$ cat src/rtl/fc_layer_sequencer.sv
// rtl/fc_layer_sequencer.sv - single-MAC sequencer for one fully-connected layer
//
// Evaluates out[o] = min(sum_i in[i]*w[o*N_IN+i] + b[o], 2^DW-1) for every
// neuron o. One multiplier-accumulator is shared across all products.
//
// Ports:
//   clk, reset        clock (rising edge), asynchronous active-low reset
//   start, abort      begin a layer evaluation / cancel the one in progress
//   busy, done        evaluation in progress / one-cycle completion pulse
//   in_addr, in_data  input-vector read port (data one cycle after address)
//   w_addr, w_data    weight read port (data one cycle after address)
//   b_addr, b_data    bias read port (data one cycle after address)
//   out_we, out_addr, out_data  result write port, one write per neuron
module fc_layer_sequencer #(
    parameter int N_IN  = 10,
    parameter int N_OUT = 10,
    parameter int DW    = 8,
    parameter int ACC_W = 2 * DW + $clog2(N_IN) + 1,
    localparam int IW   = (N_IN > 1) ? $clog2(N_IN) : 1,
    localparam int WW   = (N_IN * N_OUT > 1) ? $clog2(N_IN * N_OUT) : 1,
    localparam int OW   = (N_OUT > 1) ? $clog2(N_OUT) : 1
) (
    input  logic          clk,
    input  logic          reset,
    input  logic          start,
    input  logic          abort,
    output logic          busy,
    output logic          done,
    output logic [IW-1:0] in_addr,
    input  logic [DW-1:0] in_data,
    output logic [WW-1:0] w_addr,
    input  logic [DW-1:0] w_data,
    output logic [OW-1:0] b_addr,
    input  logic [DW-1:0] b_data,
    output logic          out_we,
    output logic [OW-1:0] out_addr,
    output logic [DW-1:0] out_data
);

    typedef enum logic [2:0] {
        IDLE  = 3'd0,
        FETCH = 3'd1,
        DRAIN = 3'd2,
        WRITE = 3'd3,
        DONE  = 3'd4
    } state_t;

    localparam logic [IW-1:0]  I_LAST  = IW'(N_IN - 1);
    localparam logic [OW-1:0]  O_LAST  = OW'(N_OUT - 1);
    localparam logic [ACC_W:0] SAT_MAX = (ACC_W + 1)'((1 << DW) - 1);

    state_t            state;
    logic [IW-1:0]     i;
    logic [OW-1:0]     o;
    logic [ACC_W-1:0]  acc;
    logic [DW-1:0]     bias;
    // prod_pend: a read was issued last cycle, so in_data/w_data are valid now.
    // bias_pend: that read was the i=0 issue, so b_data is valid now.
    logic              prod_pend;
    logic              bias_pend;

    logic [2*DW-1:0]   prod;
    logic [ACC_W-1:0]  acc_sum;
    logic [DW-1:0]     bias_eff;
    logic [ACC_W:0]    final_sum;
    logic [DW-1:0]     sat_val;

    always_comb begin
        prod      = in_data * w_data;
        acc_sum   = acc + ACC_W'(prod);
        // With N_IN=1 the bias arrives in the DRAIN cycle itself, so take it
        // straight from the read port instead of the latch.
        bias_eff  = bias_pend ? b_data : bias;
        final_sum = {1'b0, acc_sum} + (ACC_W + 1)'(bias_eff);
        sat_val   = (final_sum > SAT_MAX) ? {DW{1'b1}} : final_sum[DW-1:0];
    end

    always_ff @(posedge clk or negedge reset) begin
        if (!reset) begin
            state     <= IDLE;
            i         <= '0;
            o         <= '0;
            acc       <= '0;
            bias      <= '0;
            prod_pend <= 1'b0;
            bias_pend <= 1'b0;
            busy      <= 1'b0;
            done      <= 1'b0;
            in_addr   <= '0;
            w_addr    <= '0;
            b_addr    <= '0;
            out_we    <= 1'b0;
            out_addr  <= '0;
            out_data  <= '0;
        end else begin
            out_we    <= 1'b0;
            done      <= 1'b0;
            prod_pend <= 1'b0;
            bias_pend <= 1'b0;

            // Absorb the product of the previous cycle's read.
            if (prod_pend) begin
                acc <= acc_sum;
            end
            if (bias_pend) begin
                bias <= b_data;
            end

            if (abort && state != IDLE) begin
                state <= IDLE;
                busy  <= 1'b0;
            end else begin
                case (state)
                    IDLE: begin
                        if (start) begin
                            state   <= FETCH;
                            busy    <= 1'b1;
                            i       <= '0;
                            o       <= '0;
                            acc     <= '0;
                            in_addr <= '0;
                            w_addr  <= '0;
                            b_addr  <= '0;
                        end
                    end

                    FETCH: begin
                        // The address registers already hold this cycle's
                        // issue; prepare the next one. w_addr runs linearly
                        // across the whole layer, so its last increment of a
                        // neuron is already the next neuron's base.
                        prod_pend <= 1'b1;
                        bias_pend <= (i == '0);
                        w_addr    <= w_addr + WW'(1);
                        if (i == I_LAST) begin
                            state <= DRAIN;
                        end else begin
                            i       <= i + IW'(1);
                            in_addr <= i + IW'(1);
                        end
                    end

                    DRAIN: begin
                        state    <= WRITE;
                        out_we   <= 1'b1;
                        out_addr <= o;
                        out_data <= sat_val;
                    end

                    WRITE: begin
                        if (o == O_LAST) begin
                            state <= DONE;
                            done  <= 1'b1;
                        end else begin
                            state   <= FETCH;
                            o       <= o + OW'(1);
                            i       <= '0;
                            acc     <= '0;
                            in_addr <= '0;
                            b_addr  <= o + OW'(1);
                        end
                    end

                    DONE: begin
                        state <= IDLE;
                        busy  <= 1'b0;
                    end

                    default: begin
                        state <= IDLE;
                        busy  <= 1'b0;
                    end
                endcase
            end
        end
    end

endmodule

$ cat config.mk
export PLATFORM = sky130hd
export DESIGN_NAME = fc_layer_sequencer
export DESIGN_NICKNAME = d
export VERILOG_FILES = /design/src/rtl/fc_layer_sequencer.sv
export SDC_FILE = /design/constraint.sdc
export NUM_CORES = 1
export LEC_CHECK = 0
export CAP_MARGIN = 20
export CORE_MARGIN = 10
export CORE_UTILIZATION = 30
export DETAILED_ROUTE_END_ITERATION = 16
export GPL_TIMING_DRIVEN = 0
export RECOVER_POWER = 25
export SKIP_CTS_REPAIR_TIMING = 1
export SYNTH_ARGS = -nofsm -noshare
export SYNTH_HDL_FRONTEND = slang
export SYNTH_SLANG_ARGS = --single-unit
$ cat constraint.sdc
create_clock -name clk -period 6.64 [get_ports clk]
set_clock_uncertainty 0.05 [all_clocks]
set_input_delay 0.996 -clock clk [delete_from_list [all_inputs] [get_ports clk]]
set_output_delay 0.996 -clock clk [all_outputs]
set_load 0.01 [all_outputs]
# [Word-level counts from Yosys, hierarchy flattened]
# Cells that the tools add are included.
[op_classes] bitwise=1 add_sub_neg=5 n_eq_ne=11 reduce_logical=14 n_lt_le_gt_ge=1 mux=32 mul=1
[op_table] op="$mux 21" n=4
[op_table] op="$pmux 21 s2" n=1
[op_table] op="$add 21x8->22" n=1
[op_table] op="$gt 22x8->1 const B" n=1
[op_table] op="$add 21x16->21" n=1
[op_table] op="$mul 8x8->16" n=1
[op_table] op="$mux 4" n=4
[op_table] op="$mux 8" n=2
[op_table] op="$pmux 7 s2" n=1
[op_table] op="$mux 3" n=4
[op_table] op="$pmux 3 s4" n=1
[op_table] op="$pmux 4 s3" n=1
[op_table] op="$mux 1" n=11
[op_table] op="$add 4x1->4 const B" n=2
[op_table] op="$eq 4x4->1 const B" n=2
[op_table] op="$pmux 4 s2" n=1
[op_table] op="$add 7x1->7 const B" n=1
[op_table] op="$mux 7" n=1
[op_table] op="$eq 3x2->1 const B" n=2
[op_table] op="$ne 2x2->1 const B" n=3
[op_table] op="$ne 3x3->1 const B" n=2
[op_table] op="$reduce_and 2->1" n=3
[op_table] op="$reduce_bool 3->1" n=2
[op_table] op="$reduce_and 5->1" n=1
[op_table] op="11 further kinds" n=12
[word_totals] wordCells=78 in_bits=28 out_inout_bits=30 regBits=64

# [Logic depth before layout (Yosys ltp)]
[logic_depth] word_depth=6 depth_mapped=24 mapped_depth_nobuf=23

# [Least setup slack after synthesis]
# Ideal clock, no wire load.
[synth_timing] path_kind="in2reg" from="input w_data[1]" to="register out_data[0]" setup_slack_ps=299 arrival_time_ps=6152 cell_stages=22 path_buffers=1 setup_ps=139 t_required_ps=6451 cell_sequence="clkbuf_1 > nand2_1 > fa_1 > inv_1 > fa_1 > inv_1 > fa_1 > fa_1 > inv_1 > ha_1 > o21a_1 > o31a_1 > a21oi_1 > ha_1 > a21oi_1 > a21oi_1 > o21ai_0 > nor4_2 > nand4_1 > mux2_2 > a2111oi_4 > a21oi_1"
[synth_via] elab_chain_cells=5
[synth_rtl] item="start: declaration" line="32" rtl="input logic [DW-1:0] w_data,"
[synth_rtl] item="$mul 8x8->16" line="69" rtl="prod = in_data * w_data;"
[synth_rtl] item="$add 21x16->21" line="70" rtl="acc_sum = acc + ACC_W'(prod);"
[synth_rtl] item="$add 21x8->22" line="74" rtl="final_sum = {1'b0, acc_sum} + (ACC_W + 1)'(bias_eff);"
[synth_rtl] item="$gt 22x8->1" line="75" rtl="sat_val = (final_sum > SAT_MAX) ? {DW{1'b1}} : final_sum[DW-1:0];"
[synth_rtl] item="$mux 8" line="75"
[synth_rtl] item="end signal: assignment" line="147" rtl="out_data <= sat_val;"
[synth_rtl] item="end: declaration" line="37" rtl="output logic [DW-1:0] out_data"
# No other way between the ends.
# A chain may end at the register's enable or synchronous reset.

# [Worst setup path after layout]
[layout_timing] from="input w_data[0]" to="register out_data[3]"
[layout_via] elab_chain_cells=5
[layout_rtl] item="$mul 8x8->16 *" line="69"
[layout_rtl] item="$add 21x16->21 *" line="70"
[layout_rtl] item="$add 21x8->22 *" line="74"
[layout_rtl] item="$gt 22x8->1" line="75"
[layout_rtl] item="$mux 8 *" line="75"
# Mark *: on every way between the ends. The rest lies on a longest branch, timed or not.

==> impl_metrics.json <==
{
  "fp.coreArea_sq_mm": 0.02017,
  "yosys.cell_types.count": 58,
  "powerDensity_mw_per_mm2": 501.8,
  "worst_pin_slew_ns": 3.515,
  "setup_tns_ns": 0,
  "dpl.hpwl_um": 11160,
  "grt.total_usage_pct": 11.49,
  "synth_area_per_cell_sq_um": 9.133,
  "wl_per_cell_um": 14.13,
  "fp.dieH_um": 162.9,
  "detail-route-antenna-nets": 0,
  "path_clk_slew_ns": 0.06,
  "synth_warnings": 0,
  "boundaryPins": 58,
  "synth.net_count": 805,
  "worstSetupEndpointType": "register",
  "fmax_mhz": 159.5,
  "place.gp.congestion": 0.8300,
  "ys_seq_elements": 64,
  "diodes": 0,
  "fin_crit_sh_pct": 94.42,
  "clkLatencyLatePin_ns": 0.34,
  "die_area_sq_mm": 0.02654,
  "hold_ws_ns": 0.4516,
  "cap_violations": 1,
  "tritoncts": "built",
  "synth-seq-area-share_pct": 26.13,
  "critPathMaxFanout": 8,
  "critPathArrivalTime_ns": 6.44,
  "hold_class": "register to register",
  "grt_max_degree": 65,
  "initial_core_util_pct": 30.38,
  "setup_viol": 0,
  "vias": 4698,
  "cts_root_buf": "clkbuf_16",
  "drc_errors": 0,
  "drt_iter0_drc": 163,
  "drive_gt1_share_pct": 8.177,
  "die_w_um": 162.9,
  "violations": "capacitance limit, slew limit",
  "overflow": 0,
  "drv_slew": 65,
  "grt_pass1_wl_um": 24960,
  "status": "finished with violations",
  "crit_type": "input port to register",
  "synth_edf_count": 0,
  "timing.slew.headroom_pct": -134.3,
  "period_needed_ns": 6.270,
  "postSynthCellCount": 671,
  "hold_viol_final": 0,
  "synth_ff_type": "dfrtp_1",
  "placementRows": 52,
  "fill_cells": 2126,
  "numPortBuffers": 55,
  "drt-total-wl_um": 14350,
  "via_per_inst": 4.624,
  "dpl_cell_area_sq_mm": 0.007014,
  "ctsLongestPathBuffers": 2,
  "fin_nets": 875,
  "ir_drop_mv": 0.2569,
  "async_reset_ff_share_pct": 100.0,
  "cts_buffers": 9,
  "start_kind": "input port",
  "design_area_sq_mm": 0.007306,
  "antenna_found_initial": 0,
  "clkSinkCount": 64,
  "worst-endpoint-required_ns": 6.81,
  "syn_area_sq_mm": 0.006128,
  "htreeDepth": 3,
  "syn_to_final_growth_pct": 19.21,
  "grt_pass1_vias": 4941,
  "leakagePower_nw": 3.543,
  "drt-pass1-iter-count": 4
}
worst paths after layout:
kind | from | to | slack (ns) | depth (start not counted)
max in group asynchronous | reset | acc[0] | 2.76 | 1
worst max register to register | acc[6] | out_data[3] | 0.94 | 22
worst min register to register | bias[6] | bias[6] | 0.45 | 1
min in group asynchronous | reset | o[2] | 1.80 | 1
worst min-delay path | bias[6] | bias[6] | 0.45 | 1
worst max-delay path | w_data[0] | out_data[3] | 0.37 | 23
kinds of logic after synthesis:
group                      after synthesis  share of synthesized area [%]
buffers and inverters                  124                          7.738
AOI/OAI and AO/OA                      102                          11.60
and+or+nand+nor                        216                          17.35
xor gates and xnor gates                30                          4.287
muxes                                   29                          5.002
DFF                                     64                          26.13
adders and majority gates              106                          27.89
stage by stage:
step / util [%] / cells / power (W) / worst slack [ns]
2_1_floorplan: - / 671 / 0.002536 / 0.2992
3_3_place_gp: 34.79 / 996 / 0.003127 / -0.8755
3_5_place_dp: 34.78 / 996 / 0.003131 / -0.8741
4_1_cts: 36.26 / 1012 / 0.003652 / -0.5500
5_1_grt: 36.22 / 1016 / 0.004091 / -0.02869
6_report: 36.22 / 1016 / 0.003666 / 0.3702
flip-flops by register name (all words and copies together), names as in the netlist, 3 cells and up:
register and count:
bias 8, acc 21, out_data 8, i 4
state 3, w_addr 7, o 4, out_addr 4
cell usage after synthesis, types with 5 or more instances:
| master | n | area share (%) |
|---|---|---|
| a211oi_1 | 7 | 0.86 |
| a21o_1 | 5 | 0.61 |
| a21oi_1 | 34 | 2.8 |
| and2_1 | 36 | 3.7 |
| clkbuf_1 | 9 | 0.55 |
| dfrtp_1 | 64 | 26 |
| fa_1 | 51 | 17 |
| ha_1 | 55 | 11 |
| inv_1 | 112 | 6.9 |
| mux2_2 | 13 | 2.4 |
| mux2i_1 | 16 | 2.6 |
| nand2_1 | 53 | 3.2 |
| nand3_1 | 7 | 0.57 |
| nand3b_1 | 5 | 0.61 |
| nand4_1 | 6 | 0.61 |
| nor2_1 | 67 | 4.1 |
| nor2b_1 | 5 | 0.51 |
| nor3_1 | 14 | 1.1 |
| o211ai_1 | 5 | 0.61 |
| o21a_1 | 6 | 0.73 |
| o21ai_0 | 15 | 1.2 |
| xnor2_1 | 11 | 1.6 |
| xor2_1 | 19 | 2.7 |
cell type report:
cell class                      count  area, sq um  share of cell area (%)
Buffer                             12        55.05                  0.7536
Clock buffer                       11        242.7                   3.322
Inverter                          112        420.4                   5.754
Clock inverter                      5        56.30                  0.7707
Timing Repair Buffer               59        528.0                   7.227
Sequential cell                    64         1602                   21.92
Multi-Input combinational cell    483         4064                   55.63
Tap cell                          270        337.8                   4.624
where the power goes:
part	leakage, nW	internal [W]	switching, W	total, W
Clock	0.145	0.000300	0.000187	0.000487
Sequential	0.831	0.000472	0.0000534	0.000525
Combinational	2.57	0.00107	0.00159	0.00265
worst max-delay path, cell delays in order:
cell and delay (ns):
clkbuf_1 0.28, nand2_1 0.13, fa_1 0.49, inv_1 0.05
fa_1 0.49, inv_1 0.05, fa_1 0.49, fa_1 0.56
inv_1 0.05, ha_1 0.35, o21a_1 0.21, o31a_1 0.12
a21oi_2 0.17, ha_2 0.25, a21oi_1 0.06, a21oi_1 0.23
o41ai_2 0.17, or2_1 0.26, nor3_2 0.17, nand4_1 0.17
a2111oi_4 0.38, buf_4 0.22, a21oi_1 0.08
per-layer routing:
metal | routed length, um | up-vias | GRT usage (%)
met5 | 0 | - | 0
met1 | 7305 | 2265 | 15.82
met4 | 218 | 0 | 3.975
li1 | - | 2352 | -
met3 | 710 | 15 | 2.831
met2 | 6120 | 66 | 17.14
layout by cell type, fill, tap and decap left out, types with 9 or more instances in the layout:
cell and n:
mux2i_1 16, a21oi_1 33, nor3_1 13, xnor2_1 11
ha_1 54, mux2_2 11, o21ai_0 14, clkbuf_1 10
inv_1 112, nor2_1 67, dfrtp_1 64, nand2_1 53
clkbuf_16 9, clkdlybuf4s50_1 39, and2_1 36, fa_1 51
clkbuf_2 12, xor2_1 19
Power figures use the tool's default switching activity.
